$ cat config.mk
export PLATFORM = sky130hd
export DESIGN_NAME = dmem_lsu
export DESIGN_NICKNAME = d
export VERILOG_FILES = /design/src/rtl/dmem_pkg.sv /design/src/rtl/dmem_lane_mux.sv /design/src/rtl/dmem_lsu.sv
export SDC_FILE = /design/constraint.sdc
export NUM_CORES = 1
export LEC_CHECK = 0
export BUFFER_PORTS_ARGS = -buffer_cell sky130_fd_sc_hd__buf_2
export CAP_MARGIN = 20
export CORE_MARGIN = 2
export CORE_UTILIZATION = 54
export DETAILED_ROUTE_END_ITERATION = 8
export GPL_ROUTABILITY_DRIVEN = 0
export PLACE_DENSITY = 0.82
export REMOVE_ABC_BUFFERS = 1
export SYNTH_ARGS = -nofsm -noshare
export SYNTH_HDL_FRONTEND = slang
export SYNTH_HIERARCHICAL = 1
export SYNTH_SLANG_ARGS = --single-unit
$ cat constraint.sdc
create_clock -name clk_i -period 1.8 [get_ports clk_i]
set_input_delay 0.09 -clock clk_i [delete_from_list [all_inputs] [get_ports clk_i]]
set_output_delay 0.09 -clock clk_i [all_outputs]
set_load 0.1 [all_outputs]
$ cat src/rtl/dmem_pkg.sv
// dmem_pkg: shared definitions for the data-memory load/store unit.
//   - size codes for req_size_i
//   - lsu FSM state encoding
//   - misaligned(): flags reserved sizes and addresses not aligned to the access size
package dmem_pkg;

   localparam logic [1:0] SZ_BYTE = 2'b00;
   localparam logic [1:0] SZ_HALF = 2'b01;
   localparam logic [1:0] SZ_WORD = 2'b10;

   typedef enum logic [1:0] {
      StIdle,
      StRead,
      StWrite,
      StResp
   } lsu_state_e;

   // 1 when the request cannot be performed: reserved size, odd half, or unaligned word.
   function automatic logic misaligned(input logic [1:0] size, input logic [1:0] addr_lo);
      logic bad;
      case (size)
         SZ_BYTE: bad = 1'b0;
         SZ_HALF: bad = addr_lo[0];
         SZ_WORD: bad = (addr_lo != 2'b00);
         default: bad = 1'b1;
      endcase
      return bad;
   endfunction

endpackage

$ cat src/rtl/dmem_lane_mux.sv
// dmem_lane_mux: combinational lane steering for the load/store unit.
//   rdword_i     word read from the cache
//   size_i       access size code
//   addr_lo_i    byte offset within the word
//   unsigned_i   1 = zero-extend loads, 0 = sign-extend
//   wdata_i      right-aligned store data
//   load_data_o  selected lane shifted to bit 0 and extended to 32 bits
//   store_word_o rdword_i with the target lane(s) replaced (wdata_i for word stores)
module dmem_lane_mux
   import dmem_pkg::*;
(
   input  logic [31:0] rdword_i,
   input  logic [1:0]  size_i,
   input  logic [1:0]  addr_lo_i,
   input  logic        unsigned_i,
   input  logic [31:0] wdata_i,
   output logic [31:0] load_data_o,
   output logic [31:0] store_word_o
);

   logic [7:0]  byte_sel;
   logic [15:0] half_sel;

   always_comb begin
      byte_sel = 8'h00;
      case (addr_lo_i)
         2'd0:    byte_sel = rdword_i[7:0];
         2'd1:    byte_sel = rdword_i[15:8];
         2'd2:    byte_sel = rdword_i[23:16];
         default: byte_sel = rdword_i[31:24];
      endcase
      half_sel = addr_lo_i[1] ? rdword_i[31:16] : rdword_i[15:0];

      case (size_i)
         SZ_BYTE: load_data_o = {{24{~unsigned_i & byte_sel[7]}}, byte_sel};
         SZ_HALF: load_data_o = {{16{~unsigned_i & half_sel[15]}}, half_sel};
         default: load_data_o = rdword_i;
      endcase

      store_word_o = rdword_i;
      case (size_i)
         SZ_BYTE: begin
            case (addr_lo_i)
               2'd0:    store_word_o[7:0]   = wdata_i[7:0];
               2'd1:    store_word_o[15:8]  = wdata_i[7:0];
               2'd2:    store_word_o[23:16] = wdata_i[7:0];
               default: store_word_o[31:24] = wdata_i[7:0];
            endcase
         end
         SZ_HALF: begin
            if (addr_lo_i[1]) store_word_o[31:16] = wdata_i[15:0];
            else              store_word_o[15:0]  = wdata_i[15:0];
         end
         default: store_word_o = wdata_i;
      endcase
   end

endmodule

$ cat src/rtl/dmem_lsu.sv
// dmem_lsu: load/store initiator between the memory stage and the data cache.
//   req_*  one CPU request at a time over valid/ready; captured on accept
//   rsp_*  one-cycle completion pulse with load data and error flag
//   mem_*  word-addressed cache port; sub-word stores use read-modify-write
// All outputs are decoded from registered state only.
module dmem_lsu
   import dmem_pkg::*;
#(
   parameter int unsigned ADDR_W = 6
) (
   input  logic              clk_i,
   input  logic              rst_ni,
   input  logic              req_valid_i,
   output logic              req_ready_o,
   input  logic              req_we_i,
   input  logic [1:0]        req_size_i,
   input  logic              req_unsigned_i,
   input  logic [ADDR_W+1:0] req_addr_i,
   input  logic [31:0]       req_wdata_i,
   output logic              rsp_valid_o,
   output logic [31:0]       rsp_rdata_o,
   output logic              rsp_err_o,
   output logic [ADDR_W-1:0] mem_addr_o,
   output logic [31:0]       mem_dato_o,
   output logic              mem_write_o,
   output logic              mem_read_o,
   input  logic [31:0]       mem_dato_i
);

   lsu_state_e        state_q, state_d;
   logic              we_q, we_d;
   logic [1:0]        size_q, size_d;
   logic              uns_q, uns_d;
   logic [ADDR_W+1:0] addr_q, addr_d;
   logic [31:0]       wdata_q, wdata_d;
   logic [31:0]       rdword_q, rdword_d;
   logic              err_q, err_d;

   logic [31:0]       load_data;
   logic [31:0]       store_word;

   dmem_lane_mux u_lane_mux (
      .rdword_i     (rdword_q),
      .size_i       (size_q),
      .addr_lo_i    (addr_q[1:0]),
      .unsigned_i   (uns_q),
      .wdata_i      (wdata_q),
      .load_data_o  (load_data),
      .store_word_o (store_word)
   );

   always_ff @(posedge clk_i or negedge rst_ni) begin
      if (!rst_ni) begin
         state_q  <= StIdle;
         we_q     <= 1'b0;
         size_q   <= SZ_BYTE;
         uns_q    <= 1'b0;
         addr_q   <= '0;
         wdata_q  <= '0;
         rdword_q <= '0;
         err_q    <= 1'b0;
      end else begin
         state_q  <= state_d;
         we_q     <= we_d;
         size_q   <= size_d;
         uns_q    <= uns_d;
         addr_q   <= addr_d;
         wdata_q  <= wdata_d;
         rdword_q <= rdword_d;
         err_q    <= err_d;
      end
   end

   always_comb begin
      state_d  = state_q;
      we_d     = we_q;
      size_d   = size_q;
      uns_d    = uns_q;
      addr_d   = addr_q;
      wdata_d  = wdata_q;
      rdword_d = rdword_q;
      err_d    = err_q;

      unique case (state_q)
         StIdle: begin
            if (req_valid_i) begin
               we_d    = req_we_i;
               size_d  = req_size_i;
               uns_d   = req_unsigned_i;
               addr_d  = req_addr_i;
               wdata_d = req_wdata_i;
               err_d   = misaligned(req_size_i, req_addr_i[1:0]);
               if (err_d)                       state_d = StResp;
               else if (!req_we_i)              state_d = StRead;
               else if (req_size_i == SZ_WORD)  state_d = StWrite;
               else                             state_d = StRead;  // RMW: fetch the word first
            end
         end
         StRead: begin
            rdword_d = mem_dato_i;
            state_d  = we_q ? StWrite : StResp;
         end
         StWrite: state_d = StResp;
         StResp:  state_d = StIdle;
         default: state_d = StIdle;
      endcase
   end

   always_comb begin
      req_ready_o = (state_q == StIdle);
      mem_read_o  = (state_q == StRead);
      mem_write_o = (state_q == StWrite);
      mem_addr_o  = (mem_read_o || mem_write_o) ? addr_q[ADDR_W+1:2] : '0;
      mem_dato_o  = mem_write_o ? store_word : 32'h0;
      rsp_valid_o = (state_q == StResp);
      rsp_err_o   = rsp_valid_o & err_q;
      rsp_rdata_o = (rsp_valid_o && !we_q && !err_q) ? load_data : 32'h0;
   end

endmodule
==> results.py, run 1 <==
metrics = {
    "floorplan": {
        "initial_utilization_pct": 55.2,
        "die_y_um": 106,
        "fp-row-count": 37,
        "io_pins": 154,
        "die_w_um": 106,
    },
    "placed_design": {
        "dpl.hpwl_um": 12100,
        "io_buffers": 153,
        "dp.cells": 810,
    },
    "clocking": {
        "clk_path_buf_depth": 2,
        "htreeDepth": 3,
        "cts_buffers": 9,
        "cts_root_buffer": "clkbuf_8",
        "cts.sinks": 79,
    },
    "outcome": {
        "error": "[ERROR GRT-0232] Routing congestion too high. Check the congestion heatmap in the GUI.",
        "haltStage": "global routing (5_1_grt)",
        "outcome": "aborted with a tool error",
    },
    "synthesis": {
        "synth_common_cells": "dfrtp_1 (79), and2_1 (78), mux2_2 (45)",
        "yosys_most_used_dff": "dfrtp_1",
        "synthCells": 515,
        "yosysUniqueCellTypes": 47,
        "async_reset_ff_share_pct": 100,
        "ys_ff_latch": 79,
        "synth-edff-count": 0,
        "postSynthAreaPerCell_um2": 11.0,
        "synth.most_common_cell": "dfrtp_1",
        "ys_top_cells_by_area": "dfrtp_1 (35%), mux2_4 (11%), mux2_2 (8.9%)",
        "ys_warn_count": 6,
        "synth_area_mm2": 0.00567,
        "yosysSeqAreaShare_pct": 34.8,
        "synth_top_cell_area_share_pct": 34.8,
        "yosysTopAreaCell": "dfrtp_1",
    },
    "grt": {
        "grt_antenna_before_repair": 2,
        "grt_util_all_layers_pct": 65.7,
        "grt_max_degree": 39,
        "globalRoute.totalOverflow": 2,
    },
    "timing": {
        "worst_endpoint": "rsp_rdata_o[1]",
        "endpoint_type": "primary output",
    },
}
per-layer routing:
metal / GRT usage [%] / GRT overflow
met5: 5.71 / 0
met4: 62.4 / 0
met3: 43.5 / 0
met2: 88.8 / 2
met1: 66.4 / 0
metrics by stage:
stage,cell area (um2),setup slack [ps],TNS [ps]
2_1_floorplan,5380,-1610,-150030
4_1_cts,9150,-392,-19780
3_5_place_dp,7650,-72.7,-397
3_3_place_gp,7650,-34.0,-105
timing repair:
action | CTS
hold buffers | 74
resized for setup | 123
gates cloned | 2
setup buffers | 15
pin swaps | 22
endpoints found under the hold margin | 109
setup endpoints to repair | 70
kinds of logic after synthesis:
kind of cell	count (synthesis)	share of synthesized area (%)
simple gates	172	18.4
mux	126	28.4
compound gates	85	11.7
flops	79	34.8
buf+inv	48	5.56
fa+ha+maj	5	1.10
==> run 2: changes to the inputs <==
--- a/config.mk
+++ b/config.mk
@@ -8,10 +8,10 @@
 export BUFFER_PORTS_ARGS = -buffer_cell sky130_fd_sc_hd__buf_2
 export CAP_MARGIN = 20
 export CORE_MARGIN = 2
-export CORE_UTILIZATION = 54
+export CORE_UTILIZATION = 40
 export DETAILED_ROUTE_END_ITERATION = 8
 export GPL_ROUTABILITY_DRIVEN = 0
-export PLACE_DENSITY = 0.82
+export PLACE_DENSITY_LB_ADDON = 0.15
 export REMOVE_ABC_BUFFERS = 1
 export SYNTH_ARGS = -nofsm -noshare
 export SYNTH_HDL_FRONTEND = slang
==> run 2 against run 1 <==
- the flow now finishes, with violations (setup timing)
- area after synthesis unchanged
- synthesized cell count unchanged
==> results.py, run 2 <==
metrics = {
    "floorplan": {
        "io_pins": 154,
        "initial_utilization_pct": 40.9,
        "fp-row-count": 43,
        "design.die.area_mm2": 0.0152,
        "die_w_um": 123,
        "core-area_mm2": 0.0139,
        "die_y_um": 123,
    },
    "grt": {
        "grt_max_degree": 36,
        "met2_usage_pct": 41.9,
        "globalRoute.totalOverflow": 0,
        "busiest_layer": "met2",
        "use_met3_pct": 3.27,
        "grt_util_all_layers_pct": 24.2,
        "grt_antenna_before_repair": 0,
        "use_met1_pct": 30.9,
        "grt_pass1_wl_um": 27800,
        "grt_pass1_vias": 5175,
    },
    "routing": {
        "vias_per_cell": 5.31,
        "drt-total-wl_um": 17900,
        "dr.pass1.iters": 6,
        "vias": 5115,
        "drc": 0,
        "wire_per_inst_um": 18.6,
        "drtAntennaViolNets": 0,
        "dr.first_iter.drc_count": 319,
    },
    "synthesis": {
        "yosysUniqueCellTypes": 47,
        "postSynthAreaPerCell_um2": 11.0,
        "synthCells": 515,
        "yosysTopAreaCell": "dfrtp_1",
        "async_reset_ff_share_pct": 100,
        "ys_top_cells_by_area": "dfrtp_1 (35%), mux2_4 (11%), mux2_2 (8.9%)",
        "yosysSeqAreaShare_pct": 34.8,
        "synth_top_cell_area_share_pct": 34.8,
        "synth-edff-count": 0,
        "yosys_most_used_dff": "dfrtp_1",
        "ys_warn_count": 6,
        "synth.most_common_cell": "dfrtp_1",
        "synth_area_mm2": 0.00567,
        "synth_common_cells": "dfrtp_1 (79), and2_1 (78), mux2_2 (45)",
        "ys_ff_latch": 79,
    },
    "worst_setup_path": {
        "cp-start-kind": "flip-flop",
        "crit_path_end_kind": "output pin",
        "crit_required_ps": 1710,
        "crit_type": "reg -> out",
        "path_max_fanout": 7,
        "crit_arrival_ps": 2050,
    },
    "cells_and_area": {
        "regArea_mm2": 0.00198,
        "num-fill-cells": 1054,
        "syn2layout_area_growth_pct": 66.5,
        "drive_gt1_share_pct": 53.3,
        "layout_commonest_cell": "buf_12",
        "insertedDiodeCount": 0,
        "multiInputGateArea_mm2": 0.00366,
        "largestRegisters": "rdword_q (32), wdata_q (32), addr_q (8)",
        "final_cell_mix": "buf_12 (83), buf_2 (81), dfrtp_1 (75)",
        "nNetsFinal": 862,
    },
    "clocking": {
        "htreeDepth": 3,
        "clk_pin_slew_worst_paths_ps": 60,
        "clk_path_buf_depth": 2,
        "cts_root_buffer": "clkbuf_16",
        "insertion_delay_ps": 340,
        "cts_buffers": 9,
        "cts_tree": "yes",
        "cts.sinks": 79,
    },
    "timing": {
        "worst_slack_ps": -338,
        "relSlewSlack_pct": 67.9,
        "finalSetupViolCount": 64,
        "holdWs_ps": 13.6,
        "rsz0062_at_grt": "true",
        "max_freq_mhz": 468,
        "tightest_slew_ps": 485,
        "finalMaxSlewViolations": 0,
        "finalCritPeriodShare_pct": 119,
        "fin_crit_ps": 2140,
        "finalHoldViolCount": 0,
        "fin_skew_ps": 4.51,
    },
    "outcome": {
        "outcome": "finished, violations left",
        "violations": "setup timing",
    },
    "placed_design": {
        "io_buffers": 153,
        "dpl.hpwl_um": 12400,
    },
    "worst_hold_path": {
        "hold_class": "in -> reg",
    },
    "run": {
        "drv_cap": 0,
    },
}
==> run 2: cell counts after synthesis <==
Identical to the previous run, type by type.
==> run 2: kinds of logic (layout without fill, tap and decap cells) <==
logic type,count (synthesis),after routing,synth area share (%)
simple gates,172,173,18.4
mux,126,126,28.4
compound gates,85,85,11.7
flops,79,79,34.8
buf+inv,48,315,5.56
fa+ha+maj,5,5,1.10
==> run 2: metrics by stage <==
stage / cells / area (um2) / utilization, % / setup WS (ps) / TNS [ps]
after floorplan: 473 / 5380 / - / -1610 / -150030
after global placement: 862 / 8000 / 57.6 / -17.5 / -33.1
after detailed placement: 862 / 8000 / 57.6 / -66.8 / -1140
after CTS: 957 / 9240 / 66.6 / -321 / -16380
after global routing: 963 / 9440 / 68.0 / -405 / -21520
final: 963 / 9440 / 68.0 / -338 / -17210
==> run 2: what timing repair did <==
action	in CTS	in global routing
pin swaps	1	6
hold endpoints to repair	125	1
hold buffers	71	1
endpoints found under the setup margin	64	71
cloned	1	1
setup buffers	7	4
resized for setup	67	36
==> run 2: critical path: stages (launching register included) <==
cell and delay (ps):
dfrtp_2 490, buf_6 160, nor4b_4 240, buf_4 200
and2_1 130, a221o_1 150, and2_4 160, buf_12 160
==> run 2: per-layer routing <==
layer / vias to the layer above / routed length [um]
li1: 2390 / -
met1: 2540 / 7440
met2: 164 / 9270
met4: 0 / 287
met5: - / 0
met3: 21 / 921
==> run 2: path summary, 6_finish.rpt <==
path                                   to            from  slack [ps]  cells past startpoint
setup / recovery           mem_dato_o[14]       addr_q[1]        -340                      7
hold reg to reg                 addr_q[4]       addr_q[4]         510                      1
max in group asynchronous       size_q[1]          rst_ni         960                      3
setup reg to reg              wdata_q[15]      state_q[1]         240                      5
hold / removal               rdword_q[30]  mem_dato_i[30]          10                      2
min in group asynchronous     wdata_q[18]          rst_ni         180                      2
==> run 2: layout make-up <==
class	count	share of cell area, %
sequential	79	21.0
timing repair buffer	293	34.6
clock inverter	3	0.185
clock buffer	13	2.76
tap	180	2.38
multi-input combinational	389	38.8
inverter	6	0.238
Power of run 2 is left out: the tool's default activity adds up to more than one toggle a clock period on the data nets, which glitch-free logic cannot reach.
